--- src/rtl/reg_serializer_pkg.sv ---
// Shared definitions for the parallel-in / serial-out register reader.
package reg_serializer_pkg;

  localparam int DEFAULT_WIDTH = 16;

  typedef enum logic [1:0] {
    ST_IDLE  = 2'd0,
    ST_SHIFT = 2'd1,
    ST_DONE  = 2'd2
  } state_e;

endpackage

--- src/rtl/reg_serializer_if.sv ---
// Handshake and status bundle between a word controller and reg_serializer.
interface reg_serializer_if #(
  parameter int WIDTH = 16
);
  logic                           start;
  logic [WIDTH-1:0]               d_in;
  logic                           ser_ready;
  logic                           ser_out;
  logic                           ser_valid;
  logic                           busy;
  logic                           done;
  logic [$clog2(WIDTH+1)-1:0]     bit_cnt;

  // Controller / consumer side
  modport master (
    output start, d_in, ser_ready,
    input  ser_out, ser_valid, busy, done, bit_cnt
  );

  // Serializer side
  modport slave (
    input  start, d_in, ser_ready,
    output ser_out, ser_valid, busy, done, bit_cnt
  );
endinterface

--- src/rtl/reg_serializer_shift_reg_piso.sv ---
// Parallel-load, serial-out shift register. Shifts toward the output end
// and fills with zeros, so it drains to all-zero after WIDTH shifts.
module shift_reg_piso #(
  parameter int WIDTH     = 16,
  parameter bit MSB_FIRST = 1'b1
) (
  input  logic             clk_i,
  input  logic             rst_n_i,
  input  logic             load_i,
  input  logic             shift_i,
  input  logic [WIDTH-1:0] d_i,
  output logic             ser_o
);

  logic [WIDTH-1:0] sr_q;
  logic [WIDTH-1:0] sr_d;

  // Next-state: load wins over shift; otherwise hold
  always_comb begin
    sr_d = sr_q;
    if (load_i) begin
      sr_d = d_i;
    end else if (shift_i) begin
      if (MSB_FIRST) begin
        sr_d = {sr_q[WIDTH-2:0], 1'b0};
      end else begin
        sr_d = {1'b0, sr_q[WIDTH-1:1]};
      end
    end
  end

  // Shift register state, cleared by synchronous reset
  always_ff @(posedge clk_i) begin
    if (!rst_n_i) begin
      sr_q <= '0;
    end else begin
      sr_q <= sr_d;
    end
  end

  // The output end is a flop bit, so ser_o is registered
  assign ser_o = MSB_FIRST ? sr_q[WIDTH-1] : sr_q[0];

endmodule

--- src/rtl/reg_serializer.sv ---
// Captures a word on start and emits it one bit per valid/ready transfer,
// reporting busy while active and a one-cycle done after the last bit.
module reg_serializer
  import reg_serializer_pkg::*;
#(
  parameter int WIDTH     = DEFAULT_WIDTH,
  parameter bit MSB_FIRST = 1'b1
) (
  input  logic              clk,
  input  logic              rst_n,
  reg_serializer_if.slave   bus
);

  localparam int                CNT_W = $clog2(WIDTH + 1);
  localparam logic [CNT_W-1:0]  LAST  = CNT_W'(WIDTH - 1);

  state_e             state_q, state_d;
  logic [CNT_W-1:0]   cnt_q, cnt_d;
  logic               valid_q, valid_d;
  logic               busy_q, busy_d;
  logic               done_q, done_d;
  logic               load;
  logic               shift;
  logic               xfer;

  // A bit is consumed only on an edge where both sides agree
  assign xfer = valid_q & bus.ser_ready;

  // Next-state and registered-output decode
  always_comb begin
    state_d = state_q;
    cnt_d   = cnt_q;
    valid_d = valid_q;
    busy_d  = busy_q;
    done_d  = 1'b0;
    load    = 1'b0;
    shift   = 1'b0;
    case (state_q)
      ST_IDLE: begin
        busy_d  = 1'b0;
        valid_d = 1'b0;
        cnt_d   = '0;
        if (bus.start) begin
          load    = 1'b1;
          busy_d  = 1'b1;
          valid_d = 1'b1;
          state_d = ST_SHIFT;
        end
      end
      ST_SHIFT: begin
        // start is deliberately not looked at here
        if (xfer) begin
          shift = 1'b1;
          cnt_d = cnt_q + 1'b1;
          if (cnt_q == LAST) begin
            valid_d = 1'b0;
            done_d  = 1'b1;
            state_d = ST_DONE;
          end
        end
      end
      ST_DONE: begin
        busy_d  = 1'b0;
        cnt_d   = '0;
        state_d = ST_IDLE;
      end
      default: begin
        busy_d  = 1'b0;
        valid_d = 1'b0;
        cnt_d   = '0;
        state_d = ST_IDLE;
      end
    endcase
  end

  // Control state and registered status outputs
  always_ff @(posedge clk) begin
    if (!rst_n) begin
      state_q <= ST_IDLE;
      cnt_q   <= '0;
      valid_q <= 1'b0;
      busy_q  <= 1'b0;
      done_q  <= 1'b0;
    end else begin
      state_q <= state_d;
      cnt_q   <= cnt_d;
      valid_q <= valid_d;
      busy_q  <= busy_d;
      done_q  <= done_d;
    end
  end

  shift_reg_piso #(
    .WIDTH     (WIDTH),
    .MSB_FIRST (MSB_FIRST)
  ) u_piso (
    .clk_i   (clk),
    .rst_n_i (rst_n),
    .load_i  (load),
    .shift_i (shift),
    .d_i     (bus.d_in),
    .ser_o   (bus.ser_out)
  );

  assign bus.ser_valid = valid_q;
  assign bus.busy      = busy_q;
  assign bus.done      = done_q;
  assign bus.bit_cnt   = cnt_q;

endmodule

--- src/flat_wrapper.sv ---
// flat-port wrapper written by rule: the top's interface ports become plain ports
module reg_serializer_flat import reg_serializer_pkg::*;
#(
  parameter int WIDTH     = DEFAULT_WIDTH,
  parameter bit MSB_FIRST = 1'b1
)
  (clk, rst_n, bus_start, bus_d_in, bus_ser_ready, bus_ser_out, bus_ser_valid, bus_busy, bus_done, bus_bit_cnt);
  reg_serializer_if #(.WIDTH(WIDTH)) bus_i ();
  input  logic clk;
  input  logic rst_n;
  input wire logic [$bits(bus_i.start)-1:0] bus_start;
  input wire logic [$bits(bus_i.d_in)-1:0] bus_d_in;
  input wire logic [$bits(bus_i.ser_ready)-1:0] bus_ser_ready;
  output wire logic [$bits(bus_i.ser_out)-1:0] bus_ser_out;
  output wire logic [$bits(bus_i.ser_valid)-1:0] bus_ser_valid;
  output wire logic [$bits(bus_i.busy)-1:0] bus_busy;
  output wire logic [$bits(bus_i.done)-1:0] bus_done;
  output wire logic [$bits(bus_i.bit_cnt)-1:0] bus_bit_cnt;
  assign bus_i.start = bus_start;
  assign bus_i.d_in = bus_d_in;
  assign bus_i.ser_ready = bus_ser_ready;
  assign bus_ser_out = bus_i.ser_out;
  assign bus_ser_valid = bus_i.ser_valid;
  assign bus_busy = bus_i.busy;
  assign bus_done = bus_i.done;
  assign bus_bit_cnt = bus_i.bit_cnt;
  reg_serializer #(.WIDTH(WIDTH), .MSB_FIRST(MSB_FIRST)) u_core (.clk(clk), .rst_n(rst_n), .bus(bus_i));
endmodule
--- config.mk ---
export PLATFORM = sky130hd
export DESIGN_NAME = reg_serializer_flat
export DESIGN_NICKNAME = d
export VERILOG_FILES = /design/src/rtl/reg_serializer_pkg.sv /design/src/rtl/reg_serializer_if.sv /design/src/rtl/reg_serializer_shift_reg_piso.sv /design/src/rtl/reg_serializer.sv /design/src/flat_wrapper.sv
export SDC_FILE = /design/constraint.sdc
export NUM_CORES = 1
export LEC_CHECK = 0
export BUFFER_PORTS_ARGS = -buffer_cell sky130_fd_sc_hd__buf_4
export CAP_MARGIN = 20
export CORE_MARGIN = 5
export CORE_UTILIZATION = 46
export CTS_CLUSTER_DIAMETER = 150
export DETAILED_ROUTE_END_ITERATION = 10
export PLACE_DENSITY = 0.71
export SLEW_MARGIN = 10
export SYNTH_ARGS = -nofsm -noshare
export SYNTH_HDL_FRONTEND = slang
export SYNTH_SLANG_ARGS = --single-unit
--- constraint.sdc ---
create_clock -name clk -period 1.2 [get_ports clk]
set_input_delay 0.06 -clock clk [delete_from_list [all_inputs] [get_ports clk]]
set_output_delay 0.06 -clock clk [all_outputs]
set_load 0.01 [all_outputs]
======== After elaboration in Yosys (flattened, before gate mapping) ========
Cells that the tools add are included.
storage, ports and cells
  input port bits ......................... 20
  flip-flop bits (word level) ............. 26
  output and inout bits ................... 9
  logic and storage cells ................. 36
operators by class
  add/subtract/negate cells ............... 1
  muxes and demuxes ....................... 15
  equality and inequality tests ........... 6
  bitwise operators ....................... 2
  reductions and logical operators ........ 6
operators by type and width
  operator                                                number
  two-way mux 16 bit                                      2
  AND reduction 3 bit                                     3
  two-way mux 1 bit                                       7
  two-way mux 2 bit                                       3
  adder 5 x 1 -> 5 bit (second input constant)            1
  equality test 5 x 4 -> 1 bit (second input constant)    1
  inequality test 2 x 1 -> 1 bit (second input constant)  2
  one-hot mux 2 bit (2 select lines)                      1
  one-hot mux 1 bit (3 select lines)                      1
  equality test 2 x 1 -> 1 bit (second input constant)    1
  equality test 2 bit (second input constant)             1
  zero test 2 bit                                         1
  inequality test 2 bit (second input constant)           1
  one-hot mux 1 bit (2 select lines)                      1
  AND reduction 2 bit                                     1
  nonzero test 2 bit                                      1
  AND 1 bit                                               1
  inverter 1 bit                                          1

======== Depth between registers and ports, before layout ========
Gate-level depths: netlist (run 1).
  depth in word-level cells ............... 5
  mapped depth ............................ 6
  depth with buffers taken out ............ 6

======== Hierarchy ========
A second synthesis (run 1) with hierarchy kept.
second synthesis, totals
  cell total of the unflattened synthesis .. 114
  area total of the unflattened synthesis .. 1249.9 µm²
by module, submodules not included
  module          sequential area each (µm²)  times used  cells an instance  area each (µm²)
  shift_reg_piso  320.3                       1           70                 842.1
  reg_serializer  200.2                       1           44                 407.9

======== Worst setup path after synthesis (run 1) ========
No wires, ideal clock.
  kind .................................... register -> register
  start point ............................. register u_core.cnt_q[0], in the netlist u_core.bus.bit_cnt[0]
  end point ............................... register u_core.valid_q, in the netlist u_core.bus.ser_valid
  stages on the path, launching flop included .. 7
  setup time .............................. 0.074 ns
  data required time ...................... 1.126 ns
  setup slack ............................. -0.142 ns
  period minus slack after synthesis ...... 1.342 ns
  path buffers ............................ 0
  arrival time ............................ 1.268 ns
  cell sequence ........................... dfxtp_1 > ha_1 > and3_1 > ha_1 > a21boi_0 > mux2i_1 > o21ai_0
on the way
  longest elaborated chain between the ends .. 3
RTL lines
  element                                   line                  RTL
  start: declaration                        reg_serializer.sv:18  logic [CNT_W-1:0] cnt_q, cnt_d;
  start signal: assignment                  reg_serializer.sv:86  cnt_q <= cnt_d;
  equality test 5 x 4 -> 1 bit              reg_serializer.sv:55  if (cnt_q == LAST) begin
  inequality test 2 x 1 -> 1 bit (no line)  -
  AND reduction 3 bit (no line)             -
  end signal: assignment                    reg_serializer.sv:87  valid_q <= valid_d;
  end: declaration                          reg_serializer.sv:19  logic valid_q, valid_d;
No other way between the ends.
A chain may end at the register's enable or synchronous reset.

======== Final worst setup path (run 1) ========
  start point ............................. register u_core.cnt_q[0], in the netlist u_core.bus.bit_cnt[0]
  end point ............................... register u_core.state_q[0]
on the way
  longest elaborated chain between the ends .. 3
RTL lines
  element                                   line                  RTL
  equality test 5 x 4 -> 1 bit              reg_serializer.sv:55
  inequality test 2 x 1 -> 1 bit (no line)  -
  AND reduction 3 bit (no line)             -
  end signal: assignment                    reg_serializer.sv:85  state_q <= state_d;
  end: declaration                          reg_serializer.sv:17  state_e state_q, state_d;
No other way between the ends.

==> flow_summary.toml, run 1 <==
[placement]
placed_cells = 190
finalWeightedCongestion = 0.7459
dp_slack_ps = -40.59
dp_hpwl_um = 1967
io_buffers = 28

[die]
dieArea_mm2 = 0.003733
placeableCoreArea_mm2 = 0.002477
initial_utilization_pct = 48.48
io_pins = 29
rows = 18
die-height_um = 61.10
die_width_um = 61.10

[routing]
totalWireLength_um = 2872
vias = 1139
drt_iter0_markers = 40
postRouteAntennaNets = 0
via_per_inst = 5.322
route.detailed.drc = 0
drtPass1Iterations = 4
routedWlPerCell_um = 13.42

[finish]
multi_input_area_um2 = 695.7
fin_nets = 207
drive_gt1_share_pct = 44.02
n_antenna_cell = 0
fillers = 178
finalNonFillerCells = 214
seqCellArea_um2 = 529.3
area_growth_pct = 54.69

[clocking]
path_clk_slew_ps = 130
numClockSinks = 26
cts_tree = "built"
numCtsBuffers = 3
clk_latency_ps = 310
cts-root-buf = "clkbuf_4"
h-tree-depth = 1
clk_path_buf_depth = 2

[sta]
fin_skew_ps = 3.748
setup_violations = 3
fmax_mhz = 808.4
fin_crit_sh_pct = 103.1
maxSlewHeadroom_pct = 84.27
fin_crit_ps = 1237
report.final.slew_viol_count = 0
worst_slew_pin_slew_ps = 235.9
final_hold_viol_count = 0
setup_slack_ps = -36.95
tns_ps = -56.74
rsz0062_at_grt = "true"

[grt]
grt_max_degree = 25
busiest_layer = "met2"
grt_pass1_vias = 1050
track_usage_pct = 15.43
grt_pass1_wl_um = 4347
grt_use_met1_pct = 17.93
grtUsageMet2_pct = 28.25
use_met3_pct = 2.516
antenna_found_initial = 0
overflow = 0

[logic_synthesis]
synth_edf_count = 0
yosysSeqAreaShare_pct = 43.33
ys_warn_count = 0
netlist_area_mm2 = 0.001201
ys_types = 33
syn-instance-count = 125
ys_ff_latch = 26
yosysMostFrequentCell = "dfxtp_1"
synth_top_area_share_pct = 43.33
synthFlopType = "dfxtp_1"
synth_top_area_cell = "dfxtp_1"
synthArstFlopShare_pct = 0
synth_commonest_cells = "dfxtp_1, nand2_1, nand3_1"
synthTopCellsByArea = "dfxtp_1, o221ai_2, nand2_1"
avgSynthCellArea_um2 = 9.609
synth_fp_nets = 147

[worst_hold_path]
min_path_type = "primary input to flop"
holdCritStartpoint = "bus_ser_ready"
min_to = "u_core.bus.bit_cnt[4]$_SDFFE_PN0P_"
hold_path_depth = 2

[setup_path]
critPathCaptureType = "flop"
cp_max_fo = 2
path_cells = "ha_4, and3_4, ha_4, nand3_2, mux2i_1, nor3b_1"
cp_common_cell = "ha_4"
critPathRequiredTime_ps = 1450
slowest_stage = "dfxtp_4"
reg2regPathDepth = 6
cp-start-kind = "flop"
worst-setup-path-type = "flop to flop"
rr_endpoint = "u_core.state_q[0]$_SDFFE_PN0P_"
worst-r2r-setup-slack_ps = -40
max_stage_delay_ps = 370
cp.arrival_ps = 1480
reg2reg_from = "u_core.bus.bit_cnt[0]$_SDFFE_PN0P_"

[status]
violations = "negative setup slack"
outcome = "finished, violations left"

[power_and_ir_drop]
p_leak_nw = 0.7394
p_per_area_mw_per_mm2 = 904.8
p_total_mw = 1.681
peakVddDrop_v = 0.0009160

[flow_run]
cap_viol_max_count = 0
==> report_power, final <==
part | total [mW] | internal, mW | switching [mW]
clock network | 0.428 | 0.185 | 0.243
logic | 0.334 | 0.180 | 0.154
registers | 0.919 | 0.901 | 0.0177
total | 1.68 | 1.27 | 0.415
==> per-stage QoR <==
stage	utilization [%]	hold slack, ps	cell area [um2]
global route	75.00	18.00	1858
floorplan	-	192.6	1244
finish	75.00	26.30	1858
detailed placement	62.42	288.9	1546
CTS	70.40	0.8664	1744
global placement	62.42	286.9	1546
==> cells by family (layout without fill, tap and decap cells) <==
| logic type | after synthesis | in the layout | share of synthesized area (%) |
|---|---|---|---|
| DFF | 26 | 26 | 43.33 |
| and+or+nand+nor | 54 | 55 | 24.06 |
| buffers and inverters | 13 | 71 | 6.978 |
| xor gates and xnor gates | 2 | 2 | 1.459 |
| muxes | 2 | 2 | 1.667 |
| AOI/OAI and AO/OA | 26 | 26 | 20.42 |
| adders and majority gates | 2 | 2 | 2.083 |
==> worst max-delay path: cells and delay by family (launching register included) <==
| kind | cells | cell delay, ps |
|---|---|---|
| adders and majority gates | 2 | 310 |
| DFF | 1 | 370 |
| muxes | 1 | 70 |
| and+or+nand+nor | 3 | 420 |
==> placed cells by master (no fill, tap or decap), types with 2 or more instances in the layout <==
| cell type | netlist | routed |
|---|---|---|
| a21oi_1 | 4 | 4 |
| nand3_1 | 17 | 16 |
| ha_4 | 0 | 2 |
| dfxtp_4 | 0 | 2 |
| dlygate4sd3_1 | 0 | 15 |
| mux2i_1 | 2 | 2 |
| nand2_1 | 24 | 24 |
| inv_1 | 3 | 3 |
| dfxtp_1 | 26 | 23 |
| buf_4 | 2 | 42 |
| nor2_1 | 4 | 3 |
| o21ai_0 | 4 | 2 |
| buf_6 | 1 | 6 |
| o221ai_2 | 9 | 12 |
| xor2_1 | 2 | 2 |
| nand2_8 | 0 | 2 |
| clkbuf_4 | 0 | 3 |
==> metal layers <==
layer	part of all wire, %	vias up
met1	42	537
met2	52	23
met3	4.4	4
met5	0	-
li1	-	575
met4	1.1	0
==> flip-flops by register name, indices dropped and copies added, names as in the netlist <==
signal,cells
u_core.bus.bit_cnt,5
u_core.bus.busy,1
u_core.bus.done,1
u_core.bus.ser_valid,1
u_core.state_q,2
u_core.u_piso.sr_q,16
==> repair_timing <==
item | 4_1_cts | 5_1_grt
buffers inserted | 0 | 4
hold buffers | 14 | 1
endpoints found under the setup margin | 16 | 16
pin swaps | 8 | 14
endpoints found under the hold margin | 14 | 1
cloned | 0 | 1
gates resized for setup | 6 | 13
==> worst max path at each step <==
stage	endpoint	slack, ps	startpoint
2_1_floorplan	u_core.u_piso.sr_q[10]$_SDFFE_PN0P_	-60	u_core.state_q[0]$_SDFFE_PN0P_
3_3_place_gp	u_core.u_piso.sr_q[4]$_SDFFE_PN0P_	-10	u_core.state_q[1]$_SDFFE_PN0P_
3_5_place_dp	u_core.u_piso.sr_q[4]$_SDFFE_PN0P_	-40	u_core.state_q[1]$_SDFFE_PN0P_
4_1_cts	u_core.state_q[0]$_SDFFE_PN0P_	-10	u_core.bus.bit_cnt[0]$_SDFFE_PN0P_
5_1_grt	u_core.bus.ser_valid$_SDFFE_PN0P_	-100	u_core.bus.bit_cnt[1]$_SDFFE_PN0P_
6_report	u_core.state_q[0]$_SDFFE_PN0P_	-40	u_core.bus.bit_cnt[0]$_SDFFE_PN0P_
==> area by class of cell <==
cell class | instances | area share (%)
Multi-Input combinational cell | 87 | 37.44
Timing Repair Buffer | 64 | 29.50
Sequential cell | 26 | 28.48
Clock buffer | 4 | 1.953
Inverter | 3 | 0.6061
Tap cell | 30 | 2.020
Power figures use the tool's default switching activity.
==> inputs of run 2 (changes only) <==
Settings changed: CORE_UTILIZATION 46 to 52, PLACE_DENSITY 0.71 to 0.75, SYNTH_HIERARCHICAL from default to 1.
Clock period 1.2 ns to 1.4 ns, I/O delays scaled along.
==> run 2 against run 1 <==
Compared with the run above: the flow still finishes with violations (negative setup slack); combinational power fell by 9.3%; sequential power fell by 10%; utilization fell by 2.5 points; design area fell by 12%; die area fell by 6.7%; sequential share of layout area rose by 3.7 points; critical path type unchanged; synthesized cell count fell by 8.8%; count of clock-buffer cells in the layout did not move; largest cell class unchanged; clock power fell by 13%; via count fell by 18%; flip-flop and latch count did not move; clock skew fell by 2.1 ps.
==> flow_summary.toml, run 2 <==
[logic_synthesis]
avgSynthCellArea_um2 = 10.96
synth_commonest_cells = "dfxtp_1, nand2b_1, o211a_1"
synth_edf_count = 0
yosysMostFrequentCell = "dfxtp_1"
netlist_area_mm2 = 0.001250
synth_top_area_cell = "dfxtp_1"
synthArstFlopShare_pct = 0
yosysSeqAreaShare_pct = 41.64
ys_types = 30
synthTopCellsByArea = "dfxtp_1, o211a_1, mux2_4"
ys_warn_count = 6
syn-instance-count = 114
ys_ff_latch = 26
synth_top_area_share_pct = 41.64
synthFlopType = "dfxtp_1"
synth_fp_nets = 136

[clocking]
cts_tree = "built"
numClockSinks = 26
numCtsBuffers = 3
path_clk_slew_ps = 140
cts-root-buf = "clkbuf_4"
clk_latency_ps = 310
clk_path_buf_depth = 2
h-tree-depth = 1

[sta]
fmax_mhz = 705.0
maxSlewHeadroom_pct = 73.40
setup_slack_ps = -18.49
report.final.slew_viol_count = 0
fin_skew_ps = 1.695
fin_crit_sh_pct = 101.3
final_hold_viol_count = 0
rsz0062_at_grt = "true"
setup_violations = 13
fin_crit_ps = 1418
tns_ps = -95.67
worst_slew_pin_slew_ps = 397.8

[setup_path]
critPathRequiredTime_ps = 1620
reg2reg_from = "u_core/state_q[0]$_SDFFE_PN0P_"
rr_endpoint = "u_core/u_piso/sr_q[13]$_SDFFE_PN0P_"
cp-start-kind = "flop"
cp.arrival_ps = 1640
worst-setup-path-type = "flop to flop"
worst-r2r-setup-slack_ps = -20
cp_max_fo = 16
reg2regPathDepth = 5
critPathCaptureType = "flop"

[power_and_ir_drop]
p_leak_nw = 0.8195
p_total_mw = 1.497
p_per_area_mw_per_mm2 = 915.7
peakVddDrop_v = 0.0006948

[finish]
n_antenna_cell = 0
area_growth_pct = 30.83
fin_nets = 172
largest_reg_flops = 16
drive_gt1_share_pct = 42.95
final_common_cell = "buf_4"
regMostFlops = "u_core/u_piso/sr_q"
mostFrequentLayoutCells = "buf_4, dfxtp_1, mux2_4, nand2b_1, o211a_1"

[grt]
overflow = 0
grt_pass1_vias = 894
grt_pass1_wl_um = 3767
track_usage_pct = 13.59
grt_max_degree = 34
antenna_found_initial = 0

[routing]
postRouteAntennaNets = 0
via_per_inst = 5.271
routedWlPerCell_um = 13.54
drt_iter0_markers = 27
route.detailed.drc = 0
drtPass1Iterations = 4
vias = 933
totalWireLength_um = 2397

[worst_hold_path]
min_path_type = "primary input to flop"
holdCritStartpoint = "bus_ser_ready"
min_to = "u_core/bus.bit_cnt[4]$_SDFFE_PN0P_"
hold_path_depth = 2

[status]
outcome = "finished, violations left"
violations = "negative setup slack"

[die]
die_width_um = 59.03
initial_utilization_pct = 55.44
io_pins = 29
dieArea_mm2 = 0.003485
rows = 17
die-height_um = 59.03
placeableCoreArea_mm2 = 0.002255

[placement]
dp_hpwl_um = 1629
finalWeightedCongestion = 0.6926
io_buffers = 28

[flow_run]
cap_viol_max_count = 0
-- run 2: changes by cell type after synthesis, moves of 3 or more --
cell      before  now
nand2b_1       0   15
nand2_1       24    4
o221ai_1       3    0
mux2_4         0    9
mux2_2         0    6
o211a_1        0   15
o221ai_2       9    0
nand3_1       17    3
-- run 2: timing repair --
| item | CTS | global route |
|---|---|---|
| hold buffers | 1 | 0 |
| setup endpoints to repair | 15 | 19 |
| resized for setup | 3 | 13 |
| setup buffers | 0 | 0 |
| hold endpoints to repair | 1 | 0 |
-- run 2: worst max-delay path by stage --
stage                                           to  depth (start not counted)  slack (ps)                               from
5_1_grt         u_core/u_piso/sr_q[8]$_SDFFE_PN0P_                          5         -80     u_core/state_q[0]$_SDFFE_PN0P_
4_1_cts        u_core/u_piso/sr_q[15]$_SDFFE_PN0P_                          5         -20     u_core/state_q[0]$_SDFFE_PN0P_
2_1_floorplan  u_core/u_piso/sr_q[10]$_SDFFE_PN0P_                          6         -40  u_core/bus.ser_valid$_SDFFE_PN0P_
6_report       u_core/u_piso/sr_q[13]$_SDFFE_PN0P_                          5         -20     u_core/state_q[0]$_SDFFE_PN0P_
3_5_place_dp   u_core/u_piso/sr_q[15]$_SDFFE_PN0P_                          5         -60     u_core/state_q[0]$_SDFFE_PN0P_
3_3_place_gp    u_core/u_piso/sr_q[2]$_SDFFE_PN0P_                          5         -20     u_core/state_q[0]$_SDFFE_PN0P_
-- run 2: worst max-delay path: stages, from the launching register on --
cell     delay, ps
dfxtp_2        360
inv_2           50
nor3_4         190
buf_12         200
mux2_4         310
o211a_1        210
-- run 2: per-layer routing --
layer	GRT usage [%]	vias to the layer above	wire length (um)
met3	2.397	2	118
met1	17.60	437	1175
li1	-	477	-
met5	0	-	0
met4	2.913	0	12
met2	23.50	17	1091
-- run 2: kinds of logic after synthesis --
group           share of synthesized area [%]
simple gates                            15.92
fa+ha+maj                               2.002
xor+xnor                                1.402
compound gates                          16.72
mux                                     17.02
flops                                   41.64
buf+inv                                 5.305
-- run 2: stage by stage --
| step | utilization (%) | cell area [um2] | hold slack (ps) | instances | worst slack [ps] |
|---|---|---|---|---|---|
| 2_1_floorplan | - | 1264 | 188.7 | 114 | -39.86 |
| 3_3_place_gp | 68.48 | 1544 | 328.3 | 172 | -17.54 |
| 3_5_place_dp | 68.48 | 1544 | 333.1 | 172 | -63.90 |
| 4_1_cts | 70.87 | 1598 | 14.87 | 177 | -18.67 |
| 5_1_grt | 72.53 | 1635 | 13.79 | 177 | -79.40 |
| 6_report | 72.53 | 1635 | 23.88 | 177 | -18.49 |
-- run 2: power breakdown --
part / total (mW) / internal [mW] / switching, mW
registers: 0.823 / 0.794 / 0.0294
clock network: 0.371 / 0.159 / 0.212
logic: 0.303 / 0.186 / 0.118
-- run 2: area by class of cell --
type	count	area, um2
Multi-Input combinational cell	79	720.7
Fill cell	176	619.3
Sequential cell	26	526.8
Timing Repair Buffer	37	305.3
Clock buffer	4	36.28
Tap cell	28	35.03
Inverter	3	11.26
==> inputs of run 3 (changes only) <==
Settings changed: CAP_MARGIN 20 to 10, HOLD_SLACK_MARGIN from default to 0.03.
==> run 3 against run 2 <==
Compared with the run above: the run still ends with negative setup slack left; cell count rose by 0.56%; power up 0.16%; global-route usage is 0.14 points higher; design area grew 0.61%; critical path depth unchanged; count of clock-buffer cells in the layout unchanged; flip-flop and latch count stayed put; worst setup slack gained 1.8 ps; combinational power is essentially flat; wire length grew 1.3%; die area did not move; maximum frequency rose by 0.12%; largest cell class unchanged.
==> flow_summary.toml, run 3 (synthesized netlist as in run 2, its figures left out) <==
[power_and_ir_drop]
p_leak_nw = 0.8236
p_total_mw = 1.500
peakVddDrop_v = 0.0006948
p_per_area_mw_per_mm2 = 911.6

[placement]
dp_hpwl_um = 1629
finalWeightedCongestion = 0.6926
io_buffers = 28

[sta]
final_hold_viol_count = 0
fin_skew_ps = 1.691
report.final.slew_viol_count = 0
tns_ps = -75.53
fmax_mhz = 705.9
maxSlewHeadroom_pct = 73.59
rsz0062_at_grt = "true"
worst_slew_pin_slew_ps = 395.0
setup_violations = 9
setup_slack_ps = -16.72
fin_crit_ps = 1417
fin_crit_sh_pct = 101.2

[die]
die_width_um = 59.03
die-height_um = 59.03
io_pins = 29
dieArea_mm2 = 0.003485
placeableCoreArea_mm2 = 0.002255
initial_utilization_pct = 55.44
rows = 17

[finish]
multi_input_area_um2 = 720.7
drive_gt1_share_pct = 42.67
final_common_cell = "buf_4"
mostFrequentLayoutCells = "buf_4, dfxtp_1, mux2_4, nand2b_1, o211a_1"
regMostFlops = "u_core/u_piso/sr_q"
area_growth_pct = 31.63
seqCellArea_um2 = 526.8
n_antenna_cell = 0
fillers = 174
largest_reg_flops = 16
fin_nets = 173

[status]
violations = "negative setup slack"
outcome = "finished, violations left"

[clocking]
numClockSinks = 26
numCtsBuffers = 3
post-cts-setup-buffers = 0
path_clk_slew_ps = 140
cts-root-buf = "clkbuf_4"
h-tree-depth = 1
cts_tree = "built"
clk_path_buf_depth = 2
clk_latency_ps = 310

[grt]
grt_pass1_vias = 900
track_usage_pct = 13.72
grt_pass1_wl_um = 3801
antenna_found_initial = 0
overflow = 0
grt_max_degree = 34

[routing]
via_per_inst = 5.360
drtPass1Iterations = 4
totalWireLength_um = 2428
route.detailed.drc = 0
drt_iter0_markers = 26
postRouteAntennaNets = 0
vias = 954
routedWlPerCell_um = 13.64

[setup_path]
critPathRequiredTime_ps = 1620
cp-start-kind = "flop"
max_stage_delay_ps = 360
worst-setup-path-type = "flop to flop"
rr_endpoint = "u_core/u_piso/sr_q[13]$_SDFFE_PN0P_"
worst-r2r-setup-slack_ps = -20
reg2regPathDepth = 5
slowest_stage = "dfxtp_2"
cp.arrival_ps = 1630
reg2reg_from = "u_core/state_q[0]$_SDFFE_PN0P_"
path_cells = "inv_2, nor3_4, buf_12, mux2_4, o211a_1"
cp_max_fo = 16
critPathCaptureType = "flop"

[worst_hold_path]
hold_path_depth = 3
min_path_type = "primary input to flop"
min_to = "u_core/u_piso/sr_q[14]$_SDFFE_PN0P_"
holdCritStartpoint = "bus_d_in[14]"

[flow_run]
cap_viol_max_count = 0
-- run 3: cell count changes in the layout (fill, tap and decap cells not counted), sizes merged --
cell	change
dlygate4sd3	+1
-- run 3: per-layer routing --
metal	vias up	track usage, %	wire [um]
li1	480	-	-
met1	451	17.73	1165
met3	2	2.397	134
met2	21	23.82	1117
met4	0	2.913	12
met5	-	0	0
-- run 3: how the worst max path moves through the flow --
stage / startpoint / end / slack (ps) / cells past startpoint
2_1_floorplan: u_core/bus.ser_valid$_SDFFE_PN0P_ / u_core/u_piso/sr_q[10]$_SDFFE_PN0P_ / -40 / 6
3_3_place_gp: u_core/state_q[0]$_SDFFE_PN0P_ / u_core/u_piso/sr_q[2]$_SDFFE_PN0P_ / -20 / 5
3_5_place_dp: u_core/state_q[0]$_SDFFE_PN0P_ / u_core/u_piso/sr_q[15]$_SDFFE_PN0P_ / -60 / 5
4_1_cts: u_core/state_q[0]$_SDFFE_PN0P_ / u_core/u_piso/sr_q[15]$_SDFFE_PN0P_ / -20 / 5
5_1_grt: u_core/state_q[0]$_SDFFE_PN0P_ / u_core/u_piso/sr_q[8]$_SDFFE_PN0P_ / -80 / 5
6_report: u_core/state_q[0]$_SDFFE_PN0P_ / u_core/u_piso/sr_q[13]$_SDFFE_PN0P_ / -20 / 5
-- run 3: power breakdown --
group          switching [mW]  internal, mW
clock network           0.212         0.159
registers              0.0294         0.794
logic                   0.118         0.187
total                   0.360          1.14
-- run 3: per-stage QoR --
step | hold WS [ps] | util [%] | instance area, um2 | setup WS, ps | std cells
after global placement | 328.3 | 68.48 | 1544 | -17.54 | 172
after floorplan | 188.7 | - | 1264 | -39.86 | 114
after detailed placement | 333.1 | 68.48 | 1544 | -63.90 | 172
final | 67.30 | 72.97 | 1645 | -16.72 | 178
after global routing | 48.66 | 72.97 | 1645 | -79.40 | 178
after CTS | 56.68 | 71.31 | 1608 | -18.67 | 178
-- run 3: worst max-delay path, delay by kind of cell, from the launching register on --
kind / cells / cell delay (ps)
and+or+nand+nor: 1 / 190
DFF: 1 / 360
AOI/OAI and AO/OA: 1 / 210
muxes: 1 / 310
buffers and inverters: 2 / 250
-- run 3: layout make-up --
class / instances / area share [%]
clock buffer: 4 / 2.205
timing repair buffer: 38 / 19.16
inverter: 3 / 0.6844
multi-input combinational: 79 / 43.80
tap: 28 / 2.129
sequential: 26 / 32.02
-- run 3: what timing repair did --
item                                    in CTS  in global routing
hold buffers                                 2                  0
endpoints found under the setup margin      15                 19
endpoints found under the hold margin        2                  0
resized for setup                            3                 13
